==> config.mk <==
export PLATFORM = sky130hd
export DESIGN_NAME = eth_rx_packer
export DESIGN_NICKNAME = d
export VERILOG_FILES = /design/src/rtl/eth_rx_packer.sv
export SDC_FILE = /design/constraint.sdc
export NUM_CORES = 1
export LEC_CHECK = 0
export ABC_AREA = 0
export CORE_MARGIN = 5
export CORE_UTILIZATION = 30
export DETAILED_ROUTE_END_ITERATION = 7
export GPL_ROUTABILITY_DRIVEN = 1
export PLACE_DENSITY = 0.56
export SLEW_MARGIN = 30
export SYNTH_ARGS = -nofsm -noshare
export SYNTH_HDL_FRONTEND = slang
export SYNTH_SLANG_ARGS = --single-unit
==> constraint.sdc <==
create_clock -name eth_clk_i -period 2.3 [get_ports eth_clk_i]
set_input_delay 0.46 -clock eth_clk_i [delete_from_list [all_inputs] [get_ports eth_clk_i]]
set_output_delay 0.46 -clock eth_clk_i [all_outputs]
set_load 0.01 [all_outputs]
==> src/rtl/eth_rx_packer.sv <==
// eth_rx_packer: MII receive front end for the DELQA receive path.
// Strips preamble/SFD, packs nibbles into bytes and bytes into 16-bit words,
// checks the FCS and writes the frame into the RX buffer, then presents a
// per-frame status and holds until the firmware acknowledges it.
//
// Ports:
//   eth_clk_i    MII RX clock (only clock)
//   eth_rst_i    synchronous reset, active-high
//   mii_rxd_i    receive nibble, low nibble of each byte first
//   mii_rxdv_i   receive data valid
//   mii_rxer_i   receive error
//   rx_ena_i     firmware arm, sampled at SFD
//   rx_ack_i     firmware acknowledge of rx_rdy_o
//   eth_adr_o    RX buffer word address
//   eth_dat_o    RX buffer write data (byte n low, byte n+1 high)
//   eth_we_o     RX buffer write enable, one cycle per word
//   rx_rdy_o     frame complete, status valid
//   rx_len_o     stored byte count, FCS included
//   rx_crcerr_o  FCS mismatch
//   rx_phyerr_o  mii_rxer_i seen during the frame
//   rx_long_o    frame exceeded MAXLEN
//   rx_runt_o    frame shorter than MINLEN
//   rx_align_o   odd nibble count at end of frame
//   rx_miss_o    saturating count of frames missed while unarmed or busy
//
// MAXLEN must not exceed 2046 so the 10-bit word pointer never wraps.

module eth_rx_packer #(
   parameter int unsigned MAXLEN = 1518,
   parameter int unsigned MINLEN = 64
) (
   input  logic        eth_clk_i,
   input  logic        eth_rst_i,
   input  logic [3:0]  mii_rxd_i,
   input  logic        mii_rxdv_i,
   input  logic        mii_rxer_i,
   input  logic        rx_ena_i,
   input  logic        rx_ack_i,
   output logic [9:0]  eth_adr_o,
   output logic [15:0] eth_dat_o,
   output logic        eth_we_o,
   output logic        rx_rdy_o,
   output logic [10:0] rx_len_o,
   output logic        rx_crcerr_o,
   output logic        rx_phyerr_o,
   output logic        rx_long_o,
   output logic        rx_runt_o,
   output logic        rx_align_o,
   output logic [7:0]  rx_miss_o
);

   localparam int unsigned LEN_W  = 11;
   localparam int unsigned ADR_W  = 10;
   localparam int unsigned DAT_W  = 16;
   localparam int unsigned MISS_W = 8;

   localparam logic [31:0] CRC_POLY    = 32'hEDB88320;
   localparam logic [31:0] CRC_INIT    = 32'hFFFFFFFF;
   localparam logic [31:0] CRC_RESIDUE = 32'hDEBB20E3;

   localparam logic [3:0] NIB_PRE = 4'h5;
   localparam logic [3:0] NIB_SFD = 4'hD;

   typedef enum logic [2:0] {
      S_IDLE,
      S_PRE,
      S_DATA,
      S_FLUSH,
      S_STAT,
      S_HOLD,
      S_DROP
   } state_t;

   // Reflected CRC-32 advanced by one nibble, LSB first.
   function automatic logic [31:0] crc_nib(input logic [31:0] c, input logic [3:0] d);
      logic [31:0] r;
      r = c;
      for (int i = 0; i < 4; i++) begin
         if (r[0] ^ d[i]) r = (r >> 1) ^ CRC_POLY;
         else             r = r >> 1;
      end
      return r;
   endfunction

   state_t              r_state;
   logic [ADR_W-1:0]    r_ptr;
   logic [LEN_W-1:0]    r_cnt;
   logic [31:0]         r_crc;
   logic                r_nib_odd;
   logic [3:0]          r_lo_nib;
   logic                r_byte_hi;
   logic [7:0]          r_lo_byte;
   logic                r_long;
   logic                r_phy;
   logic                r_align;
   logic                r_prev5;
   logic                r_sh_seen;
   logic                r_wait;

   logic [ADR_W-1:0]    r_adr;
   logic [DAT_W-1:0]    r_dat;
   logic                r_we;
   logic                r_rdy;
   logic [LEN_W-1:0]    r_len;
   logic                r_crcerr;
   logic                r_phyerr;
   logic                r_long_q;
   logic                r_runt;
   logic                r_align_q;
   logic [MISS_W-1:0]   r_miss;

   logic                w_sfd;
   logic [7:0]          w_byte;
   logic                w_room;
   logic [MISS_W-1:0]   w_miss_nxt;

   // SFD is the nibble D directly after a preamble nibble 5.
   assign w_sfd      = mii_rxdv_i && (mii_rxd_i == NIB_SFD) && r_prev5;
   assign w_byte     = {mii_rxd_i, r_lo_nib};
   assign w_room     = r_cnt < LEN_W'(MAXLEN);
   assign w_miss_nxt = (r_miss == {MISS_W{1'b1}}) ? r_miss : r_miss + MISS_W'(1);

   // Receive state machine, buffer writer and status registers.
   always_ff @(posedge eth_clk_i) begin
      if (eth_rst_i) begin
         r_state   <= S_IDLE;
         r_ptr     <= '0;
         r_cnt     <= '0;
         r_crc     <= CRC_INIT;
         r_nib_odd <= 1'b0;
         r_lo_nib  <= '0;
         r_byte_hi <= 1'b0;
         r_lo_byte <= '0;
         r_long    <= 1'b0;
         r_phy     <= 1'b0;
         r_align   <= 1'b0;
         r_prev5   <= 1'b0;
         r_sh_seen <= 1'b0;
         // A frame in flight at reset is ignored until its carrier drops.
         r_wait    <= 1'b1;
         r_adr     <= '0;
         r_dat     <= '0;
         r_we      <= 1'b0;
         r_rdy     <= 1'b0;
         r_len     <= '0;
         r_crcerr  <= 1'b0;
         r_phyerr  <= 1'b0;
         r_long_q  <= 1'b0;
         r_runt    <= 1'b0;
         r_align_q <= 1'b0;
         r_miss    <= '0;
      end else begin
         r_we      <= 1'b0;
         r_prev5   <= mii_rxdv_i && (mii_rxd_i == NIB_PRE);
         r_wait    <= r_wait && mii_rxdv_i;
         r_sh_seen <= r_sh_seen && mii_rxdv_i;

         case (r_state)
            S_IDLE: begin
               if (mii_rxdv_i && !r_wait) r_state <= S_PRE;
            end

            S_PRE: begin
               if (!mii_rxdv_i) begin
                  r_state <= S_IDLE;
               end else if (w_sfd) begin
                  if (rx_ena_i) begin
                     r_state   <= S_DATA;
                     r_ptr     <= '0;
                     r_cnt     <= '0;
                     r_crc     <= CRC_INIT;
                     r_nib_odd <= 1'b0;
                     r_byte_hi <= 1'b0;
                     r_long    <= 1'b0;
                     r_phy     <= 1'b0;
                     r_align   <= 1'b0;
                  end else begin
                     r_state <= S_DROP;
                     r_miss  <= w_miss_nxt;
                  end
               end
            end

            S_DATA: begin
               if (mii_rxer_i) r_phy <= 1'b1;
               if (!mii_rxdv_i) begin
                  r_state <= S_FLUSH;
               end else begin
                  r_crc     <= crc_nib(r_crc, mii_rxd_i);
                  r_nib_odd <= ~r_nib_odd;
                  if (!r_nib_odd) begin
                     r_lo_nib <= mii_rxd_i;
                  end else if (w_room) begin
                     r_cnt <= r_cnt + LEN_W'(1);
                     if (!r_byte_hi) begin
                        r_lo_byte <= w_byte;
                        r_byte_hi <= 1'b1;
                     end else begin
                        r_we      <= 1'b1;
                        r_adr     <= r_ptr;
                        r_dat     <= {w_byte, r_lo_byte};
                        r_ptr     <= r_ptr + ADR_W'(1);
                        r_byte_hi <= 1'b0;
                     end
                  end else begin
                     // Over-length bytes still feed the CRC but are not stored.
                     r_long <= 1'b1;
                  end
               end
            end

            S_FLUSH: begin
               if (r_byte_hi) begin
                  r_we      <= 1'b1;
                  r_adr     <= r_ptr;
                  r_dat     <= {8'h00, r_lo_byte};
                  r_ptr     <= r_ptr + ADR_W'(1);
                  r_byte_hi <= 1'b0;
               end
               r_align <= r_nib_odd;
               r_state <= S_STAT;
            end

            S_STAT: begin
               r_len     <= r_cnt;
               r_crcerr  <= (r_crc != CRC_RESIDUE);
               r_phyerr  <= r_phy;
               r_long_q  <= r_long;
               r_runt    <= (r_cnt < LEN_W'(MINLEN));
               r_align_q <= r_align;
               r_rdy     <= 1'b1;
               r_sh_seen <= 1'b0;
               r_state   <= S_HOLD;
            end

            S_HOLD: begin
               // Shadow preamble detector: count one miss per carrier with SFD.
               if (w_sfd && !r_sh_seen) begin
                  r_miss    <= w_miss_nxt;
                  r_sh_seen <= 1'b1;
               end
               if (rx_ack_i) begin
                  r_rdy   <= 1'b0;
                  r_state <= S_IDLE;
                  r_wait  <= mii_rxdv_i;
               end
            end

            S_DROP: begin
               if (!mii_rxdv_i) r_state <= S_IDLE;
            end

            default: r_state <= S_IDLE;
         endcase
      end
   end

   assign eth_adr_o   = r_adr;
   assign eth_dat_o   = r_dat;
   assign eth_we_o    = r_we;
   assign rx_rdy_o    = r_rdy;
   assign rx_len_o    = r_len;
   assign rx_crcerr_o = r_crcerr;
   assign rx_phyerr_o = r_phyerr;
   assign rx_long_o   = r_long_q;
   assign rx_runt_o   = r_runt;
   assign rx_align_o  = r_align_q;
   assign rx_miss_o   = r_miss;

endmodule
==> results.ini, run 1 <==
[cts]
cts_tree=yes
cts_sinks=128
path_clk_slew_ns=0.06
cts_buffers=17
clock_latency_ns=0.42
h-tree-depth=4
cts-root-buf=clkbuf_16
clk_path_buf_depth=2
cts_hold_buf=0

[synthesis]
synth.distinct_cells=63
syn_area_sq_um=5750
syn_area_per_cell_sq_um=8.47
ys_ff_latch=128
synth-edff-count=0
synth_cells=679
syn_nets=692
synthFlopType=dfxtp_1
synthArstFlopShare_pct=0
synth-seq-area-share_pct=44.6
yosysWarnings=0

[critical_path]
endpoint=r_crc[20]
path_class=primary input to register
worst_r2r_path_depth=5
cp-startpoint=mii_rxdv_i
worstPathRequired_ns=2.60
timing.reg2reg.setup_slack_ns=0.32
r2r-end=r_ptr[8]
rr_startpoint=r_cnt[8]
crit_arrival_ns=2.30
startpoint_type=primary input
cp-end-kind=register
cp_max_fo=17

[floorplan]
fp.dieH_microns=148
dieWidth_microns=148
rows=50
start_util_pct=30.6
num_io_pins=62
dieArea_sq_um=22000
core_sq_um=18800

[layout]
antenna_cells=0
drive_gt1_share_pct=14.4
final_common_cell=dfxtp_1
final_cell_mix=dfxtp_1 (128), nand2_1 (120), a21oi_1 (77)
fillers=1912
multi_input_area_sq_um=2980
fin_nets=785
area.growth.synth_to_final_pct=30.3
register_area_sq_um=2560

[power]
p_leak_nw=2.61
powerDensity_nw_per_um2=734
vdd_drop_max_v=0.000507

[timing]
layout_setup_ws_ns=0.302
fmax_mhz=500
holdWs_ns=0.448
hold_violations=0
drv_slew=0
fin_crit_sh_pct=86.9
fin_crit_ns=2.00
clock_skew_ns=0.0150
rsz0062_at_grt=no
worst_slew_pin_slew_ns=0.539
slew_headroom_pct=64.0
setup_violations=0

[flow_run]
drv_cap=0

[placed_design]
hpwl_microns=10500
dpl_worst_slack_ns=-0.136
portBuffers=61
place_congestion=0.839

[detailed_routing]
wire_per_inst_microns=14.8
dr_total_vias=5018
dr.pass1.iters=5
drc=0
drt_wl_total_microns=15100
drtIter0Drc=278
via_per_inst=4.93
postRouteAntennaNets=0

[grt]
grt_max_degree=38
overflow=0
grt_pass1_vias=4793
grt_pass1_wl_microns=24800
grt_antenna_before_repair=0
track_usage_pct=13.9

[status]
status=finished clean

[worst_hold_path]
hp-class=register to register

[flip-flops by register name, summed over array words and instances, names as in the netlist, 3 cells and up]
signal	cells
rx_len_o	11
r_cnt	11
r_lo_byte	8
r_ptr	10
r_state	3
eth_dat_o	16
r_crc	32
eth_adr_o	10
r_lo_nib	4
rx_miss_o	8
[kinds of logic after synthesis]
kind of cell	Yosys count	share of synthesized area, %
AO/OA/AOI/OAI	171	18.2
XOR/XNOR	40	7.46
adder cells (fa/ha/maj)	3	0.653
buffers and inverters	52	3.83
flip-flops	128	44.6
multiplexers	5	0.914
AND/OR/NAND/NOR	280	24.4
[synthesized netlist by cell type, types with 3 or more instances]
| master | count | area (sq um) |
|---|---|---|
| a21o_1 | 4 | 30.0 |
| a21oi_1 | 77 | 385 |
| nor2_1 | 35 | 131 |
| xnor2_2 | 4 | 65.1 |
| xnor2_1 | 25 | 219 |
| xor2_1 | 8 | 70.1 |
| o21bai_1 | 8 | 60.1 |
| o21a_1 | 3 | 22.5 |
| nor4_1 | 5 | 31.3 |
| ha_1 | 3 | 37.5 |
| clkbuf_1 | 26 | 97.6 |
| dfxtp_1 | 128 | 2560 |
| and3_1 | 3 | 18.8 |
| and2_1 | 3 | 18.8 |
| mux2i_1 | 3 | 30.0 |
| a31oi_1 | 3 | 18.8 |
| nand4_1 | 8 | 50.1 |
| o21ai_0 | 21 | 105 |
| a311oi_1 | 4 | 35.0 |
| nor3_1 | 18 | 90.1 |
| o211ai_1 | 5 | 37.5 |
| o31ai_1 | 5 | 37.5 |
| inv_1 | 10 | 37.5 |
| nand3_1 | 26 | 130 |
| nand4b_1 | 4 | 35.0 |
| nand2b_1 | 30 | 188 |
| o22ai_1 | 19 | 119 |
| buf_2 | 14 | 70.1 |
| nand3b_1 | 5 | 37.5 |
| nor2b_1 | 6 | 37.5 |
| a211oi_1 | 3 | 22.5 |
| nand2_1 | 120 | 450 |
[power breakdown]
part | total, mW | internal, mW | leakage [nW] | switching [mW]
clock network | 2.65 | 1.62 | 0.268 | 1.03
registers | 2.28 | 2.25 | 1.03 | 0.0330
logic | 0.573 | 0.243 | 1.31 | 0.330
total | 5.50 | 4.11 | 2.61 | 1.39
[per-layer routing]
metal	part of all wire [%]	GRT usage (%)	up-vias
met2	47	22.1	96
met3	4.2	3.53	16
li1	-	-	2568
met4	1.3	4.53	0
met1	47	18.4	2338
met5	0	0	-
[metrics by stage]
stage | power, mW | utilization [%] | std cells | instance area [sq um] | TNS, ns
floorplan | 2.67 | - | 679 | 5750 | 0
global placement | 2.90 | 36.8 | 987 | 6910 | -3.92
detailed placement | 2.91 | 36.8 | 987 | 6910 | -2.23
CTS | 5.58 | 39.9 | 1018 | 7490 | 0
global route | 5.72 | 39.9 | 1018 | 7500 | 0
finish | 5.50 | 39.9 | 1018 | 7500 | 0
[area by class of cell]
| type | instances | share of cell area, % |
|---|---|---|
| multi-input cells | 499 | 39.8 |
| flip-flops and latches | 128 | 34.2 |
| repair buffers | 116 | 14.0 |
| clock buffers | 19 | 5.91 |
| well taps | 234 | 3.91 |
| clock inverters | 12 | 1.79 |
| inverters | 10 | 0.501 |
[critical path, stage by stage]
cell	delay, ns
clkdlybuf4s50_1	0.57
nand4b_4	0.18
nor4_1	0.29
buf_4	0.16
o21ai_1	0.09
buf_4	0.22
nor3_1	0.23
o21bai_1	0.10
[worst min path at each step]
stage | from | to | slack, ns | cells past startpoint
2_1_floorplan | r_long | rx_long_o | 0.43 | 2
3_3_place_gp | eth_adr_o[3] | eth_adr_o[3] | 0.44 | 2
3_5_place_dp | eth_adr_o[5] | eth_adr_o[5] | 0.44 | 2
4_1_cts | eth_adr_o[5] | eth_adr_o[5] | 0.45 | 2
5_1_grt | r_lo_byte[0] | r_lo_byte[0] | 0.47 | 2
6_report | eth_dat_o[13] | eth_dat_o[13] | 0.45 | 2
[repair_timing]
item / in CTS / in global routing
setup buffers: 0 / 0
gates resized for setup: 0 / 1
endpoints found under the setup margin: 0 / 1
Note: power is estimated with default switching activity, not from simulation.
==> inputs of run 2 (changes only) <==
Settings changed: CTS_BUF_LIST set to sky130_fd_sc_hd__clkbuf_8 sky130_fd_sc_hd__clkbuf_16.
==> run 2 against run 1 <==
Cell count unchanged. Largest cell class unchanged. Design area unchanged. Sequential power about the same. Fmax about the same. Core utilization unchanged. Via count about the same. Flip-flop and latch count unchanged. Largest power group unchanged. Critical path type unchanged. Non-clock buffer count unchanged. Clock skew about the same. First-iteration DRC count unchanged. Routed wire length down 0.15%.
==> results.ini, run 2 (same netlist as run 1, synthesis figures left out) <==
[detailed_routing]
drc=0  ; unchanged
drtIter0Drc=278  ; unchanged
drt_wl_total_microns=15100  ; -0.15%
dr_total_vias=5016  ; -0.040%
via_per_inst=4.93  ; about the same
postRouteAntennaNets=0  ; unchanged
dr.pass1.iters=4  ; -1
wire_per_inst_microns=14.8  ; -0.15%

[grt]
track_usage_pct=13.9  ; unchanged
grt_pass1_wl_microns=24800  ; unchanged
grt_antenna_before_repair=0  ; unchanged
grt_pass1_vias=4793  ; unchanged
grt_max_degree=38  ; unchanged
overflow=0  ; unchanged

[floorplan]
dieWidth_microns=148  ; unchanged
rows=50  ; unchanged
num_io_pins=62  ; unchanged
dieArea_sq_um=22000  ; unchanged
start_util_pct=30.6  ; unchanged
core_sq_um=18800  ; unchanged
fp.dieH_microns=148  ; unchanged

[timing]
fmax_mhz=501  ; about the same
slew_headroom_pct=64.0  ; about the same
drv_slew=0  ; unchanged
fin_crit_ns=2.00  ; -0.000476 ns
hold_violations=0  ; unchanged
worst_slew_pin_slew_ns=0.539  ; +0.000216 ns
setup_tns_ns=0  ; unchanged
holdWs_ns=0.448  ; +0.0000400 ns
clock_skew_ns=0.0152  ; +0.000233 ns
setup_violations=0  ; unchanged
fin_crit_sh_pct=86.9  ; about the same
rsz0062_at_grt=no

[critical_path]
rr_startpoint=r_cnt[8]
cp-startpoint=mii_rxdv_i
crit_buf_inv=3  ; unchanged
startpoint_type=primary input
crit_path_top_delay_cell=clkdlybuf4s50_1
crit_path_max_incr_delay_ns=0.57  ; about the same
worstPathRequired_ns=2.60  ; about the same
critical-path-top-delay-family=buffers and inverters
crit_path_frequent_cell=buf_4
cp-end-kind=register
crit_arrival_ns=2.30  ; about the same
cp_max_fo=17  ; unchanged
path_class=primary input to register
crit_path_cell_trace=clkdlybuf4s50_1 > nand4b_4 > nor4_1 > buf_4 > o21ai_1 > buf_4 > nor3_1 > o21bai_1

[placed_design]
portBuffers=61  ; unchanged
placed_area_sq_um=6910  ; unchanged
hpwl_microns=10500  ; unchanged
place_congestion=0.839  ; unchanged

[cts]
cts_buffers=17  ; unchanged
cts_hold_buf=0  ; unchanged
cts_tree=yes
cts-root-buf=clkbuf_16
clock_latency_ns=0.42  ; about the same
h-tree-depth=4  ; unchanged
path_clk_slew_ns=0.06  ; about the same
cts_sinks=128  ; unchanged
clk_path_buf_depth=2  ; unchanged
cts_setup_buffers=0  ; unchanged

[worst_hold_path]
hold_start=eth_dat_o[13]
hp-class=register to register

[power]
powerDensity_nw_per_um2=734  ; about the same
p_leak_nw=2.61  ; +0.16%
finalPower_mw=5.50  ; about the same
vdd_drop_max_v=0.000507  ; about the same

[layout]
final_cell_area_sq_um=7500  ; unchanged
largest_reg_flops=32  ; unchanged
area.growth.synth_to_final_pct=30.3  ; unchanged
final_cell_mix=dfxtp_1 (128), nand2_1 (120), a21oi_1 (77)
final_common_cell=dfxtp_1
antenna_cells=0  ; unchanged
fillers=1912  ; unchanged
drive_gt1_share_pct=14.4  ; unchanged
fin_nets=785  ; unchanged
top_register=r_crc

[status]
status=finished clean

[flow_run]
drv_cap=0  ; unchanged

## run 2: changes by cell type in the layout (fill, tap and decap cells not counted)
| cell | before | now |
|---|---|---|
| clkbuf_1 | 1 | 0 |
| inv_1 | 10 | 11 |
## run 2: worst register-to-register path, cell delays in order, from the launching register on
cell	delay, ns
dfxtp_1	0.43
nand4_1	0.25
o311ai_2	0.54
o21ai_2	0.18
buf_4	0.21
o221a_2	0.26
## run 2: cell type report
type                            count  area, sq um  share of cell area [%]
Multi-Input combinational cell    499         2980                    39.8
Timing Repair Buffer              116         1050                    14.0
Clock inverter                     13          138                    1.84
Clock buffer                       18          439                    5.86
Tap cell                          234          293                    3.91
Sequential cell                   128         2560                    34.2
Inverter                           10         37.5                   0.501
## run 2: through the flow
| step | cells | utilization [%] | setup WS (ns) |
|---|---|---|---|
| floorplan | 679 | - | 0.484 |
| global placement | 987 | 36.8 | -0.165 |
| detailed placement | 987 | 36.8 | -0.136 |
| CTS | 1018 | 39.9 | 0.142 |
| global route | 1018 | 39.9 | 0.0925 |
| finish | 1018 | 39.9 | 0.302 |
## run 2: final timing paths
check | to | slack (ns) | cells after the start
worst max-delay path | r_crc[20] | 0.30 | 8
worst min-delay path | eth_dat_o[13] | 0.45 | 2
worst max register to register | r_ptr[8] | 0.32 | 5
worst min register to register | eth_dat_o[13] | 0.45 | 2
## run 2: repair_timing
item	CTS	global route
setup endpoints to repair	0	1
hold endpoints to repair	0	0
resized for setup	0	1
## run 2: routing by layer
metal	vias to the layer above	global-route usage [%]	share of wire, %
li1	2568	-	-
met1	2335	18.4	47
met2	97	22.1	47
met3	16	3.53	4.2
met4	0	4.53	1.3
met5	-	0	0
## run 2: report_power, final
| group | switching (mW) | internal [mW] |
|---|---|---|
| Combinational | 0.330 | 0.243 |
| Sequential | 0.0330 | 2.25 |
| Clock | 1.03 | 1.62 |
| Total | 1.39 | 4.11 |
